<file path="src/rtl/glb_bank_arb.sv">
// Arbiter for one single-port global-buffer SRAM bank shared by read and write requesters.
// Round-robin within each class, reads over writes, writes forced through after MAX_WAIT denials.
module glb_bank_arb #(
  parameter int unsigned NUM_RD     = 3,
  parameter int unsigned NUM_WR     = 2,
  parameter int unsigned SRAM_WORD  = 128,
  parameter int unsigned SRAM_WIDTH = 256,
  parameter int unsigned ADDR_W     = $clog2(SRAM_WORD),
  parameter int unsigned MAX_WAIT   = 4
) (
  input  logic                         i_clk,
  input  logic                         i_rst,
  input  logic [NUM_RD-1:0]            i_rd_valid,
  input  logic [NUM_RD*ADDR_W-1:0]     i_rd_addr,
  output logic [NUM_RD-1:0]            o_rd_ready,
  output logic [NUM_RD-1:0]            o_rd_rsp_valid,
  output logic [SRAM_WIDTH-1:0]        o_rd_rsp_data,
  input  logic [NUM_WR-1:0]            i_wr_valid,
  input  logic [NUM_WR*ADDR_W-1:0]     i_wr_addr,
  input  logic [NUM_WR*SRAM_WIDTH-1:0] i_wr_data,
  output logic [NUM_WR-1:0]            o_wr_ready,
  output logic                         o_mem_read_en,
  output logic                         o_mem_write_en,
  output logic [ADDR_W-1:0]            o_mem_addr_r,
  output logic [ADDR_W-1:0]            o_mem_addr_w,
  output logic [SRAM_WIDTH-1:0]        o_mem_data_in,
  input  logic [SRAM_WIDTH-1:0]        i_mem_data_out
);

  localparam int unsigned RP_W = (NUM_RD > 1) ? $clog2(NUM_RD) : 1;
  localparam int unsigned WP_W = (NUM_WR > 1) ? $clog2(NUM_WR) : 1;
  localparam int unsigned WT_W = $clog2(MAX_WAIT + 1);
  localparam logic [WT_W-1:0] WAIT_SAT = WT_W'(MAX_WAIT);
  localparam logic [RP_W-1:0] RP_LAST  = RP_W'(NUM_RD - 1);
  localparam logic [WP_W-1:0] WP_LAST  = WP_W'(NUM_WR - 1);

  logic [RP_W-1:0]   r_rd_ptr;
  logic [WP_W-1:0]   r_wr_ptr;
  logic [WT_W-1:0]   r_wr_wait;
  logic [NUM_RD-1:0] r_rsp_sel;

  logic              w_any_rd;
  logic              w_any_wr;
  logic              w_sel_rd;
  logic              w_sel_wr;
  logic [RP_W-1:0]   w_rd_idx;
  logic [WP_W-1:0]   w_wr_idx;
  logic [RP_W-1:0]   w_rd_ptr_nxt;
  logic [WP_W-1:0]   w_wr_ptr_nxt;

  // First valid port at or above ptr, wrapping; result is don't-care when nothing is valid.
  function automatic logic [RP_W-1:0] f_pick_rd(input logic [NUM_RD-1:0] v,
                                                input logic [RP_W-1:0]   ptr);
    logic [NUM_RD-1:0] sh;
    logic              found;
    logic [RP_W-1:0]   res;
    int unsigned       idx;
    res   = '0;
    found = 1'b0;
    for (int unsigned k = 0; k < NUM_RD; k++) begin
      idx = (32'(ptr) + k) % NUM_RD;
      sh  = v >> idx;
      if (!found && sh[0]) begin
        res   = RP_W'(idx);
        found = 1'b1;
      end
    end
    return res;
  endfunction

  function automatic logic [WP_W-1:0] f_pick_wr(input logic [NUM_WR-1:0] v,
                                                input logic [WP_W-1:0]   ptr);
    logic [NUM_WR-1:0] sh;
    logic              found;
    logic [WP_W-1:0]   res;
    int unsigned       idx;
    res   = '0;
    found = 1'b0;
    for (int unsigned k = 0; k < NUM_WR; k++) begin
      idx = (32'(ptr) + k) % NUM_WR;
      sh  = v >> idx;
      if (!found && sh[0]) begin
        res   = WP_W'(idx);
        found = 1'b1;
      end
    end
    return res;
  endfunction

  assign w_any_rd = |i_rd_valid;
  assign w_any_wr = |i_wr_valid;
  assign w_rd_idx = f_pick_rd(i_rd_valid, r_rd_ptr);
  assign w_wr_idx = f_pick_wr(i_wr_valid, r_wr_ptr);

  // Writes win once they have been denied MAX_WAIT times, or when no read competes.
  assign w_sel_wr = !i_rst && w_any_wr && ((r_wr_wait == WAIT_SAT) || !w_any_rd);
  assign w_sel_rd = !i_rst && w_any_rd && !w_sel_wr;

  assign w_rd_ptr_nxt = (w_rd_idx == RP_LAST) ? '0 : w_rd_idx + 1'b1;
  assign w_wr_ptr_nxt = (w_wr_idx == WP_LAST) ? '0 : w_wr_idx + 1'b1;

  always_comb begin
    o_rd_ready     = '0;
    o_wr_ready     = '0;
    o_mem_read_en  = w_sel_rd;
    o_mem_write_en = w_sel_wr;
    o_mem_addr_r   = '0;
    o_mem_addr_w   = '0;
    o_mem_data_in  = '0;
    if (w_sel_rd) begin
      o_rd_ready   = NUM_RD'(1) << w_rd_idx;
      o_mem_addr_r = ADDR_W'(i_rd_addr >> (ADDR_W * 32'(w_rd_idx)));
    end
    if (w_sel_wr) begin
      o_wr_ready    = NUM_WR'(1) << w_wr_idx;
      o_mem_addr_w  = ADDR_W'(i_wr_addr >> (ADDR_W * 32'(w_wr_idx)));
      o_mem_data_in = SRAM_WIDTH'(i_wr_data >> (SRAM_WIDTH * 32'(w_wr_idx)));
    end
  end

  always_ff @(posedge i_clk) begin
    if (i_rst) begin
      r_rd_ptr  <= '0;
      r_wr_ptr  <= '0;
      r_wr_wait <= '0;
      r_rsp_sel <= '0;
    end else begin
      if (w_sel_rd) r_rd_ptr <= w_rd_ptr_nxt;
      if (w_sel_wr) r_wr_ptr <= w_wr_ptr_nxt;
      if (w_sel_wr || !w_any_wr) begin
        r_wr_wait <= '0;
      end else if (w_sel_rd && (r_wr_wait != WAIT_SAT)) begin
        r_wr_wait <= r_wr_wait + 1'b1;
      end
      r_rsp_sel <= o_rd_ready;
    end
  end

  // Masking with reset drops an in-flight response immediately.
  assign o_rd_rsp_valid = r_rsp_sel & ~{NUM_RD{i_rst}};
  assign o_rd_rsp_data  = i_mem_data_out;

endmodule

</file>
<file path="config.mk">
export PLATFORM = sky130hd
export DESIGN_NAME = glb_bank_arb
export DESIGN_NICKNAME = d
export VERILOG_FILES = /design/src/rtl/glb_bank_arb.sv
export SDC_FILE = /design/constraint.sdc
export NUM_CORES = 1
export LEC_CHECK = 0
export ABC_CLOCK_PERIOD_IN_PS = 4100
export CORE_AREA = 2 2 523 525
export DETAILED_ROUTE_END_ITERATION = 8
export DIE_AREA = 0 0 525 527
export PLACE_DENSITY_LB_ADDON = 0.15
export RECOVER_POWER = 50
export SLEW_MARGIN = 10
export SYNTH_ARGS = -nofsm -noshare
export SYNTH_HDL_FRONTEND = slang
export SYNTH_SLANG_ARGS = --single-unit
</file>
<file path="constraint.sdc">
create_clock -name i_clk -period 4.1 [get_ports i_clk]
set_input_delay 0.41 -clock i_clk [delete_from_list [all_inputs] [get_ports i_clk]]
set_output_delay 0.41 -clock i_clk [all_outputs]
set_load 0.03 [all_outputs]
</file>
==> out/results.ini <==
[status]
status = complete, no violations

[placed_design]
place_ws_ns = 0.131
place_area_mm2 = 0.0186
io_buffer_count = 833
hpwl_um = 159000
gp_congestion = 0.805

[pwr]
leakage_nw = 6.13
max-vdd-ir-drop_mv = 0.141
intPower_mw = 1.35
power.share.switching_pct = 45.1
p_sw_mw = 1.11
powerDensity_mw_per_mm2 = 131
power_frac_comb_pct = 87.7
pwr-share-seq_pct = 5.2
pwr-share-clk_pct = 7.1

[synthesis]
ys_types = 39
synth-compound-area-share_pct = 23.4
yosysTopAreaCell = nand2_1
synth_cells = 1255
syn_nets = 2077
synth_top_flop_cell = dfxtp_1
syn_area_per_cell_um2 = 5.16
synth_commonest_cells = nand2_1, a21oi_1, buf_4
synth_fa_ha_area_share_pct = 2.32
synthXorXnorAreaFrac_pct = 0.135
synth_seq_cells = 9
synth_top_area_share_pct = 30.8
synth_mux_area_share_pct = 0.560
synth_edf_count = 0
synth-simple-area-share_pct = 34.3
synth_top_family_by_area = buffers and inverters
synth_area_mm2 = 0.00648
netlist_top_cells_area = nand2_1, buf_4, a21oi_1
synth.most_common_cell = nand2_1
ys_warn_count = 0
ys_async_sr_fraction_pct = 0
yosysSeqAreaShare_pct = 2.78

[global_route]
first_global_vias = 11600
grt_max_degree = 79
antenna_found_initial = 132
grt_usage_pct = 11.7
grt_pass1_wl_um = 196000
grt_overflow = 0

[worst_hold_path]
hold_path_class = flip-flop to flip-flop

[drt]
wl_um = 168000
drtIter0Drc = 472
dr_total_vias = 11400
drcViolationCount = 0
postRouteAntennaNets = 0
vias_per_cell = 2.12
first_pass_iters = 5
post_drt_wl_per_cell_um = 31.4

[sta]
layout_setup_ws_ns = 0.168
setup-violations-final = 0
layout_min_cycle_time_ns = 3.93
setup_tns_ns = 0
fmax_mhz = 254
slew_viol_final = 0
finClkSkew_ns = 0.00334
fin_crit_sh_pct = 95.9
hold_viol_final = 0
rsz0062_at_grt = true
tightest_slew_ns = 0.850
relSlewSlack_pct = 43.0

[layout]
fin_area_mm2 = 0.0188
nNetsFinal = 2603
area_delta_synth_final_pct = 190
drive_gt1_share_pct = 14.7
final_util_pct = 6.91

[setup_path]
cp-start-kind = flip-flop
slowest_stage = or3b_1
critPathRequiredTime_ns = 3.69
end_kind = output port
crit_arrival_ns = 3.52
critPathMaxStageDelay_ns = 0.39
cp_cell_sequence = inv_1 -> ha_1 -> inv_1 -> nand3_1 -> ha_1 -> and4bb_2 -> o221a_4 -> a211o_1 -> mux2_4 -> or3b_1 -> a21boi_2 -> buf_12
crit_type = flip-flop to output port
critPathMaxFanout = 10

[clock_network]
cts_tree = done
root_buffer = clkbuf_16
h-tree-depth = 1
clkSlewWorstSetupHoldPaths_ns = 0.04
cts_buffers = 3
clock_latency_ns = 0.24
cts_sinks = 9
clk_path_buf_depth = 2

[die]
num_io_pins = 1346
dieHeight_um = 527
start_util_pct = 2.38
placeableCoreArea_mm2 = 0.272
die_w_um = 525
dieArea_mm2 = 0.277
core.rowCount = 192

[run]
cap_violations = 0

routing by layer:
metal  global-route usage [%]  vias up  share of wire (%)  routed length (um)
li1                         -     4796                  -                   -
met1                     10.1     4909                 29               49500
met2                     18.9     1423                 45               75200
met3                     12.4      242                 24               40000
met4                     1.43       20                2.0                3290
met5                    0.745        -               0.23                 389
kinds of logic after synthesis:
family / after synthesis
flops: 9
mux: 3
buf+inv: 373
compound gates: 288
xor+xnor: 1
simple gates: 569
fa+ha+maj: 12
critical path, delay by kind of cell (launching register included):
kind / cells / cell delay, ns
AOI/OAI and AO/OA: 3 / 0.79
muxes: 1 / 0.37
and+or+nand+nor: 3 / 0.74
DFF: 1 / 0.38
buffers and inverters: 3 / 0.39
adders and majority gates: 2 / 0.61
final timing paths:
path                start              end  slack [ns]  depth (start not counted)
min reg2reg  r_wr_wait[0]     r_wr_wait[0]        0.44                          1
max reg2reg   r_rd_ptr[0]      r_rd_ptr[0]        0.96                         12
max           r_rd_ptr[0]  o_mem_addr_r[0]        0.17                         12
min          r_wr_wait[0]     r_wr_wait[0]        0.44                          1
area by class of cell:
| type | instances | area, um^2 |
|---|---|---|
| multi-input cells | 873 | 4070 |
| inverters | 27 | 101 |
| diodes | 3 | 7.51 |
| fillers | 32100 | 253000 |
| repair buffers | 867 | 9840 |
| flip-flops and latches | 9 | 183 |
| well taps | 3589 | 4490 |
| clock buffers | 4 | 78.8 |
registers in the layout, indices dropped and copies added (netlist names):
signal and cells:
r_rsp_sel 3, r_wr_ptr 1, r_wr_wait 3, r_rd_ptr 2
stage by stage:
stage	cells	hold WS (ns)	total power, mW
2_1_floorplan	1255	0.417	1.35
3_3_place_gp	5363	0.441	2.19
3_5_place_dp	5363	0.434	2.19
4_1_cts	5367	0.443	2.42
5_1_grt	5370	0.454	2.64
6_report	5372	0.440	2.46
layout by cell type (no fill, tap or decap), drive strengths merged, types with 2 or more instances in the layout:
cell             n
or3b             2
inv             27
buf            235
diode            3
o221ai           7
nand2          531
nand2b           3
a21oi          266
and2             2
nor3             3
nand3            7
nand3b           2
dfxtp            9
o21ai            4
clkbuf          10
a22oi            2
nor2            10
a21boi           2
dlygate4sd3      3
nor2b            5
ha              12
mux2             2
clkdlybuf4s50  623
power by group through the flow:
stage / Combinational, mW / Clock [mW] / Sequential (mW)
global placement: 2.06 / 0 / 0.128
finish: 2.16 / 0.174 / 0.129
floorplan: 1.23 / 0 / 0.123
global route: 2.32 / 0.185 / 0.132
CTS: 2.11 / 0.181 / 0.126
detailed placement: 2.06 / 0 / 0.128
timing repair:
item	CTS	global route
pin swaps	0	1
endpoints found under the hold margin	0	0
gates cloned	0	0
hold buffers	0	0
setup buffers	0	2
resized for setup	8	9
setup endpoints to repair	6	9
Power figures use the tool's default switching activity.
